**src/rtl/mpc_pipe.sv**
```systemverilog
// mpc_pipe: two-stage (decode, execute) pipelined add/sub/logic/accumulator micro-op unit
module mpc_pipe #(
  parameter int W  = 8,
  parameter int IW = 3 + 2*W
) (
  input  logic          clk,
  input  logic          reset,
  input  logic [IW-1:0] instr,
  input  logic          in_valid,
  output logic          in_ready,
  output logic [W:0]    out,
  output logic          out_zero,
  output logic          out_valid,
  input  logic          out_ready,
  output logic [W-1:0]  acc
);
  localparam logic [W:0] ONE = 1;
  logic          s1_valid_q, out_valid_q, zero_q, advance, take;
  logic [2:0]    op_q;
  logic [W-1:0]  a_q, b_q, acc_q, acc_d;
  logic [W:0]    out_q, res_d, a_x, b_x, c_x;
  assign advance  = s1_valid_q && (!out_valid_q || out_ready);
  assign in_ready = !reset && (!s1_valid_q || advance);
  assign take     = in_valid && in_ready;
  assign a_x = {1'b0, a_q};
  assign b_x = {1'b0, b_q};
  assign c_x = {1'b0, acc_q};
  always_comb begin
    case (op_q)
      3'd0:    res_d = a_x + b_x;
      3'd1:    res_d = a_x - b_x;
      3'd2:    res_d = a_x + ONE;
      3'd3:    res_d = a_x - ONE;
      3'd4:    res_d = c_x + a_x;
      3'd5:    res_d = a_x;
      3'd6:    res_d = a_x & b_x;
      default: res_d = a_x ^ b_x;
    endcase
    // acc is read and written in the execute stage, so back-to-back ACCA needs no forwarding
    acc_d = !advance ? acc_q : op_q == 3'd4 ? res_d[W-1:0] : op_q == 3'd5 ? a_q : acc_q;
  end
  always_ff @(posedge clk) begin
    if (reset) begin
      s1_valid_q  <= 1'b0;
      out_valid_q <= 1'b0;
      out_q       <= '0;
      zero_q      <= 1'b0;
      acc_q       <= '0;
    end else begin
      if (take) {op_q, b_q, a_q} <= instr;
      s1_valid_q  <= take || (s1_valid_q && !advance);
      out_valid_q <= advance || (out_valid_q && !out_ready);
      if (advance) begin
        out_q  <= res_d;
        zero_q <= res_d[W-1:0] == '0;
      end
      acc_q <= acc_d;
    end
  end
  assign out       = out_q;
  assign out_zero  = zero_q;
  assign out_valid = out_valid_q;
  assign acc       = acc_q;
endmodule

```
**config.mk**
```make
export PLATFORM = sky130hd
export DESIGN_NAME = mpc_pipe
export DESIGN_NICKNAME = d
export VERILOG_FILES = /design/src/rtl/mpc_pipe.sv
export SDC_FILE = /design/constraint.sdc
export NUM_CORES = 1
export LEC_CHECK = 0
export ABC_AREA = 0
export BUFFER_PORTS_ARGS = -buffer_cell sky130_fd_sc_hd__buf_2
export CORE_MARGIN = 2
export CORE_UTILIZATION = 60
export CTS_BUF_LIST = sky130_fd_sc_hd__clkbuf_4 sky130_fd_sc_hd__clkbuf_8
export CTS_CLUSTER_DIAMETER = 30
export DETAILED_ROUTE_END_ITERATION = 10
export PLACE_DENSITY = 0.93
export REMOVE_ABC_BUFFERS = 1
export SYNTH_ARGS = -nofsm -noshare
export SYNTH_HDL_FRONTEND = slang
export SYNTH_SLANG_ARGS = --single-unit
export TNS_END_PERCENT = 100
```
**constraint.sdc**
```tcl
create_clock -name clk -period 8 [get_ports clk]
set_input_delay 1.6 -clock clk [delete_from_list [all_inputs] [get_ports clk]]
set_output_delay 1.6 -clock clk [all_outputs]
set_load 0.005 [all_outputs]
```
==> Word level (Yosys, flattened, before mapping) <==
Cells that the tools add are included.
{ "classes": {"add_sub_neg": 5, "eq_ne": 6, "mux": 3, "n_bitwise": 3, "n_reduce_logical": 19} }
{ "op_table": {"columns": ["operator", "n"], "rows": [
  ["$pmux 9 s7", 1],
  ["$add 8x8->9", 2],
  ["$mux 8", 2],
  ["$add 8x1->9 const B", 1],
  ["$eq 3x3->1 const B", 3],
  ["$sub 8x1->9 const B", 1],
  ["$sub 8x8->9", 1],
  ["$and 8x8->8", 1],
  ["$logic_not 8->1", 1],
  ["$xor 8x8->8", 1],
  ["$eq 3x2->1 const B", 2],
  ["$logic_and 1x1->1", 5],
  ["$logic_not 1->1", 5],
  ["$logic_or 1x1->1", 4],
  ["$reduce_and 2->1", 2],
  ["$eq 3x1->1 const B", 1],
  ["$logic_not 3->1", 1],
  ["$reduce_bool 2->1", 1],
  ["$not 1->1", 1]
]} }
{ "word_totals": {"reg_bits": 39, "inputBits": 23, "elab_cells": 44} }

==> Depth between registers and ports, before layout <==
{ "logic_depth": {"ltp_word": 7, "depth_mapped": 15} }

==> Worst setup path after synthesis <==
Ideal clock, no wire load.
{ "synth_path": {"path_type": "input to output", "start": "input port out_ready", "end": "output port in_ready", "arrival_ns": 1.923, "setup_slack_ns": 4.477, "cell_stages": 2, "path_cell_list": "nor2b_1 -> a21oi_1"} }
{ "synth_between": {"elab_chain_len": 4} }
{ "synth_rtl": {"columns": ["element", "line_no", "source"], "rows": [
  ["start: declaration", "14", "input logic out_ready,"],
  ["$logic_or 1x1->1", "22", "assign advance = s1_valid_q && (!out_valid_q || out_ready);"],
  ["$logic_and 1x1->1", "22", null],
  ["$logic_or 1x1->1", "23", "assign in_ready = !reset && (!s1_valid_q || advance);"],
  ["$logic_and 1x1->1", "23", null],
  ["end: declaration", "10", "output logic in_ready,"]
]} }
Every way passes these cells.

==> Final worst setup path <==
{ "layout_path": {"start": "register op_q[1]", "end": "register zero_q, in the netlist out_zero"} }
{ "layout_between": {"elab_chain_len": 3, "word_cells_on_any_way": 9} }
{ "layout_rtl": {"columns": ["element", "line_no", "source"], "rows": [
  ["start: declaration", "19", "logic [2:0] op_q;"],
  ["start signal: assignment", "50", "if (take) {op_q, b_q, a_q} <= instr;"],
  ["$eq 3x3->1, or another cell as far along", "29", "case (op_q)"],
  ["$pmux 9 s7 (*)", "29", null],
  ["$logic_not 8->1 (*)", "55", "zero_q <= res_d[W-1:0] == '0;"],
  ["end signal: assignment", "47", "zero_q <= 1'b0;"],
  ["end signal: assignment", "55", null],
  ["end: declaration", "18", "logic s1_valid_q, out_valid_q, zero_q, advance, take;"]
]} }
Every way passes the cells marked *; elsewhere a longest branch is shown, timed or not.
A chain may end at the register's enable or synchronous reset.

==> flow_summary.ini <==
[layout]
synthToLayoutAreaGrowth_pct = 12.7
num_antenna_cells = 0
nets = 367
fin_area_mm2 = 0.00293
post_route_cells_drive_above_1_share = 0.181

[sta]
setup_repair_after_global_routing_missed_its_margin = false
post-route-min-period_ns = 4.25
report.final.setup_viol = 0
period_share = 0.531
slew_headroom = 0.307
tightest_slew_ns = 1.04
timing_hold_violations_final = 0
timing.setup.tns_ns = 0
max_freq_mhz = 235
max_clock_skew_ns = 0.00980
maxSlewViolCount = 0

[global_routing]
grt_start_max_net_pins = 45
grt_usage = 0.280
gr-total-overflow = 0
grt_pass1_vias = 2318
grt_pass1_wl_um = 10900
grt_antenna_before_repair = 0

[clocking]
cts_tree = built
max-clock-path-buffers = 2
postCtsHoldBufs = 0
post_cts_setup_buffers = 0
cts_inserted_buffers = 5
clk_latency_ns = 0.30
worst_setup_hold_path_clk_slew_ns = 0.09
cts_resized = 0
cts_root_buf = sky130_fd_sc_hd__clkbuf_8
cts_num_sinks = 39
cts.htree.levels = 2

[route]
detail_route.wl_per_cell_um = 17.9
initialDrtViolationCount = 352
vias_per_cell = 6.54
drt_drc_violations_left = 0
vias = 2458
final_antenna_net_count = 0
detail_route.first_pass.iterations = 5
drt-total-wl_um = 6740

[critical_path]
start_kind = flop
worstPathMaxFanout = 30
critPathRequiredTime_ns = 8.21
end_kind = flop
worstRegToRegCells = 13
worstPathArrival_ns = 4.46
worst-setup-path-type = flop to flop

[worst_hold_path]
hold_path_depth = 2
timing.hold.worst.class = flop to flop

[power]
vdd.ir_drop.worst_mv = 0.145
powerDensity_mw_per_mm2 = 176
reported_leakage_power_nw = 1.22

[logic_synthesis]
synth.largest_area_cell = sky130_fd_sc_hd__edfxtp_1
synth_flop_cell = sky130_fd_sc_hd__dfxtp_1
synth-edff-count = 19
synth.avg_cell_area_um2 = 8.93
count_of_distinct_cell_types_in_the_synthesized_netlist = 49
synthesis.instances = 291
post-synth-top-count-cell = sky130_fd_sc_hd__nor2_1
register_bit_count_reported_by_yosys = 39
synthTopCellsByArea = sky130_fd_sc_hd__edfxtp_1 22%, sky130_fd_sc_hd__dfxtp_1 15%, sky130_fd_sc_hd__ha_1 8.7%, sky130_fd_sc_hd__a21oi_1 5.6%, sky130_fd_sc_hd__mux2i_1 5.0%
ys_seq_area_frac = 0.373
async_reset_ff_frac = 0
synth.yosys.warnings = 0
synth_top_cell_area_share = 0.219
synth_commonest_cells = 31 x sky130_fd_sc_hd__nor2_1, 30 x sky130_fd_sc_hd__nand2_1, 29 x sky130_fd_sc_hd__a21oi_1
synth_area_mm2 = 0.00260

[placed_design]
gp_congestion = 0.969
portBuffers = 42
hpwlAfterDp_um = 4640
dpl-instance-area_mm2 = 0.00281

[run]
max_cap_viol_count = 0

[floorplan]
io_pins = 43
die_y_um = 69.8
placement_rows = 23
die-width_um = 69.8
initial_core_util = 0.636
coreArea_mm2 = 0.00409
design.die.area_mm2 = 0.00488

[status]
outcome = completed
cell type report:
class | instances | area, um^2
Inverter | 8 | 30.0
Sequential cell | 39 | 971
Timing Repair Buffer | 43 | 218
Tap cell | 50 | 62.6
Clock buffer | 6 | 82.6
Fill cell | 289 | 1160
Clock inverter | 2 | 38.8
Multi-Input combinational cell | 228 | 1530
sequential cells by signal, summed over array words and instances (netlist names):
register and cells:
out 9, a_q 8, acc 8, b_q 8, op_q 3, out_valid 1, out_zero 1, s1_valid_q 1
cell families (layout without fill, tap and decap cells):
family	count (synthesis)	count (layout)	share of synthesized area
buffers and inverters	24	59	0.0395
adder cells (fa/ha/maj)	19	19	0.0943
XOR/XNOR	9	9	0.0303
flip-flops	39	39	0.373
AND/OR/NAND/NOR	98	98	0.178
AO/OA/AOI/OAI	88	88	0.230
multiplexers	14	14	0.0544
layout by cell type, fill, tap and decap left out, types with 3 or more instances in the layout:
| master | count |
|---|---|
| sky130_fd_sc_hd__nand2b_1 | 4 |
| sky130_fd_sc_hd__o21bai_1 | 4 |
| sky130_fd_sc_hd__o221ai_1 | 8 |
| sky130_fd_sc_hd__a211oi_1 | 9 |
| sky130_fd_sc_hd__o22ai_1 | 6 |
| sky130_fd_sc_hd__o211ai_1 | 5 |
| sky130_fd_sc_hd__and2_1 | 5 |
| sky130_fd_sc_hd__nor2_1 | 31 |
| sky130_fd_sc_hd__clkbuf_8 | 6 |
| sky130_fd_sc_hd__nor3_1 | 4 |
| sky130_fd_sc_hd__buf_2 | 42 |
| sky130_fd_sc_hd__nor2b_1 | 4 |
| sky130_fd_sc_hd__dfxtp_1 | 20 |
| sky130_fd_sc_hd__xnor2_1 | 4 |
| sky130_fd_sc_hd__nand3_1 | 8 |
| sky130_fd_sc_hd__a21oi_1 | 29 |
| sky130_fd_sc_hd__o21ai_0 | 12 |
| sky130_fd_sc_hd__edfxtp_1 | 19 |
| sky130_fd_sc_hd__nand3b_1 | 3 |
| sky130_fd_sc_hd__nand2_1 | 30 |
| sky130_fd_sc_hd__ha_1 | 18 |
| sky130_fd_sc_hd__xor2_1 | 5 |
| sky130_fd_sc_hd__mux2i_1 | 13 |
| sky130_fd_sc_hd__inv_1 | 8 |
per-stage QoR:
step	hold WS, ns	power [W]	instances	util	worst slack (ns)
after global routing	0.501	0.000533	376	0.717	3.50
after global placement	0.443	0.000333	368	0.687	4.08
after detailed placement	0.451	0.000338	368	0.687	3.86
after CTS	0.462	0.000510	376	0.717	3.84
after floorplan	0.447	0.000304	275	-	4.41
final	0.465	0.000516	376	0.717	3.75
per-layer routing:
layer,track usage,wire (um),up-vias
li1,-,-,1140
met1,0.366,2640,1115
met2,0.442,3160,162
met3,0.0567,666,41
met4,0.137,281,0
met5,0,0,-
worst max-delay path, stage by stage, from the launching register on:
cell	delay, ns
sky130_fd_sc_hd__edfxtp_1	1.04
sky130_fd_sc_hd__inv_1	0.35
sky130_fd_sc_hd__nand2_1	0.18
sky130_fd_sc_hd__o22ai_1	0.10
sky130_fd_sc_hd__a211oi_1	0.25
sky130_fd_sc_hd__a21o_1	0.14
sky130_fd_sc_hd__inv_1	0.07
sky130_fd_sc_hd__fa_1	0.44
sky130_fd_sc_hd__nand2b_1	0.18
sky130_fd_sc_hd__a21oi_1	0.38
sky130_fd_sc_hd__xnor2_1	0.20
sky130_fd_sc_hd__a21oi_1	0.11
sky130_fd_sc_hd__or4_4	0.54
sky130_fd_sc_hd__o41ai_2	0.19
power breakdown:
group	switching, W	total (W)	internal [W]
logic	0.0000631	0.000108	0.0000450
registers	0.0000115	0.000231	0.000219
clock network	0.0000742	0.000177	0.000103
worst paths after layout:
kind | start | slack, ns | end
worst max-delay path | op_q[1]$_DFFE_PP_ | 3.75 | out_zero$_SDFFE_PP0P_
worst min-delay path | out[7]$_SDFFE_PP0P_ | 0.46 | out[7]$_SDFFE_PP0P_
worst max register to register | op_q[1]$_DFFE_PP_ | 3.75 | out_zero$_SDFFE_PP0P_
worst min register to register | out[7]$_SDFFE_PP0P_ | 0.46 | out[7]$_SDFFE_PP0P_
Power figures use the tool's default switching activity.
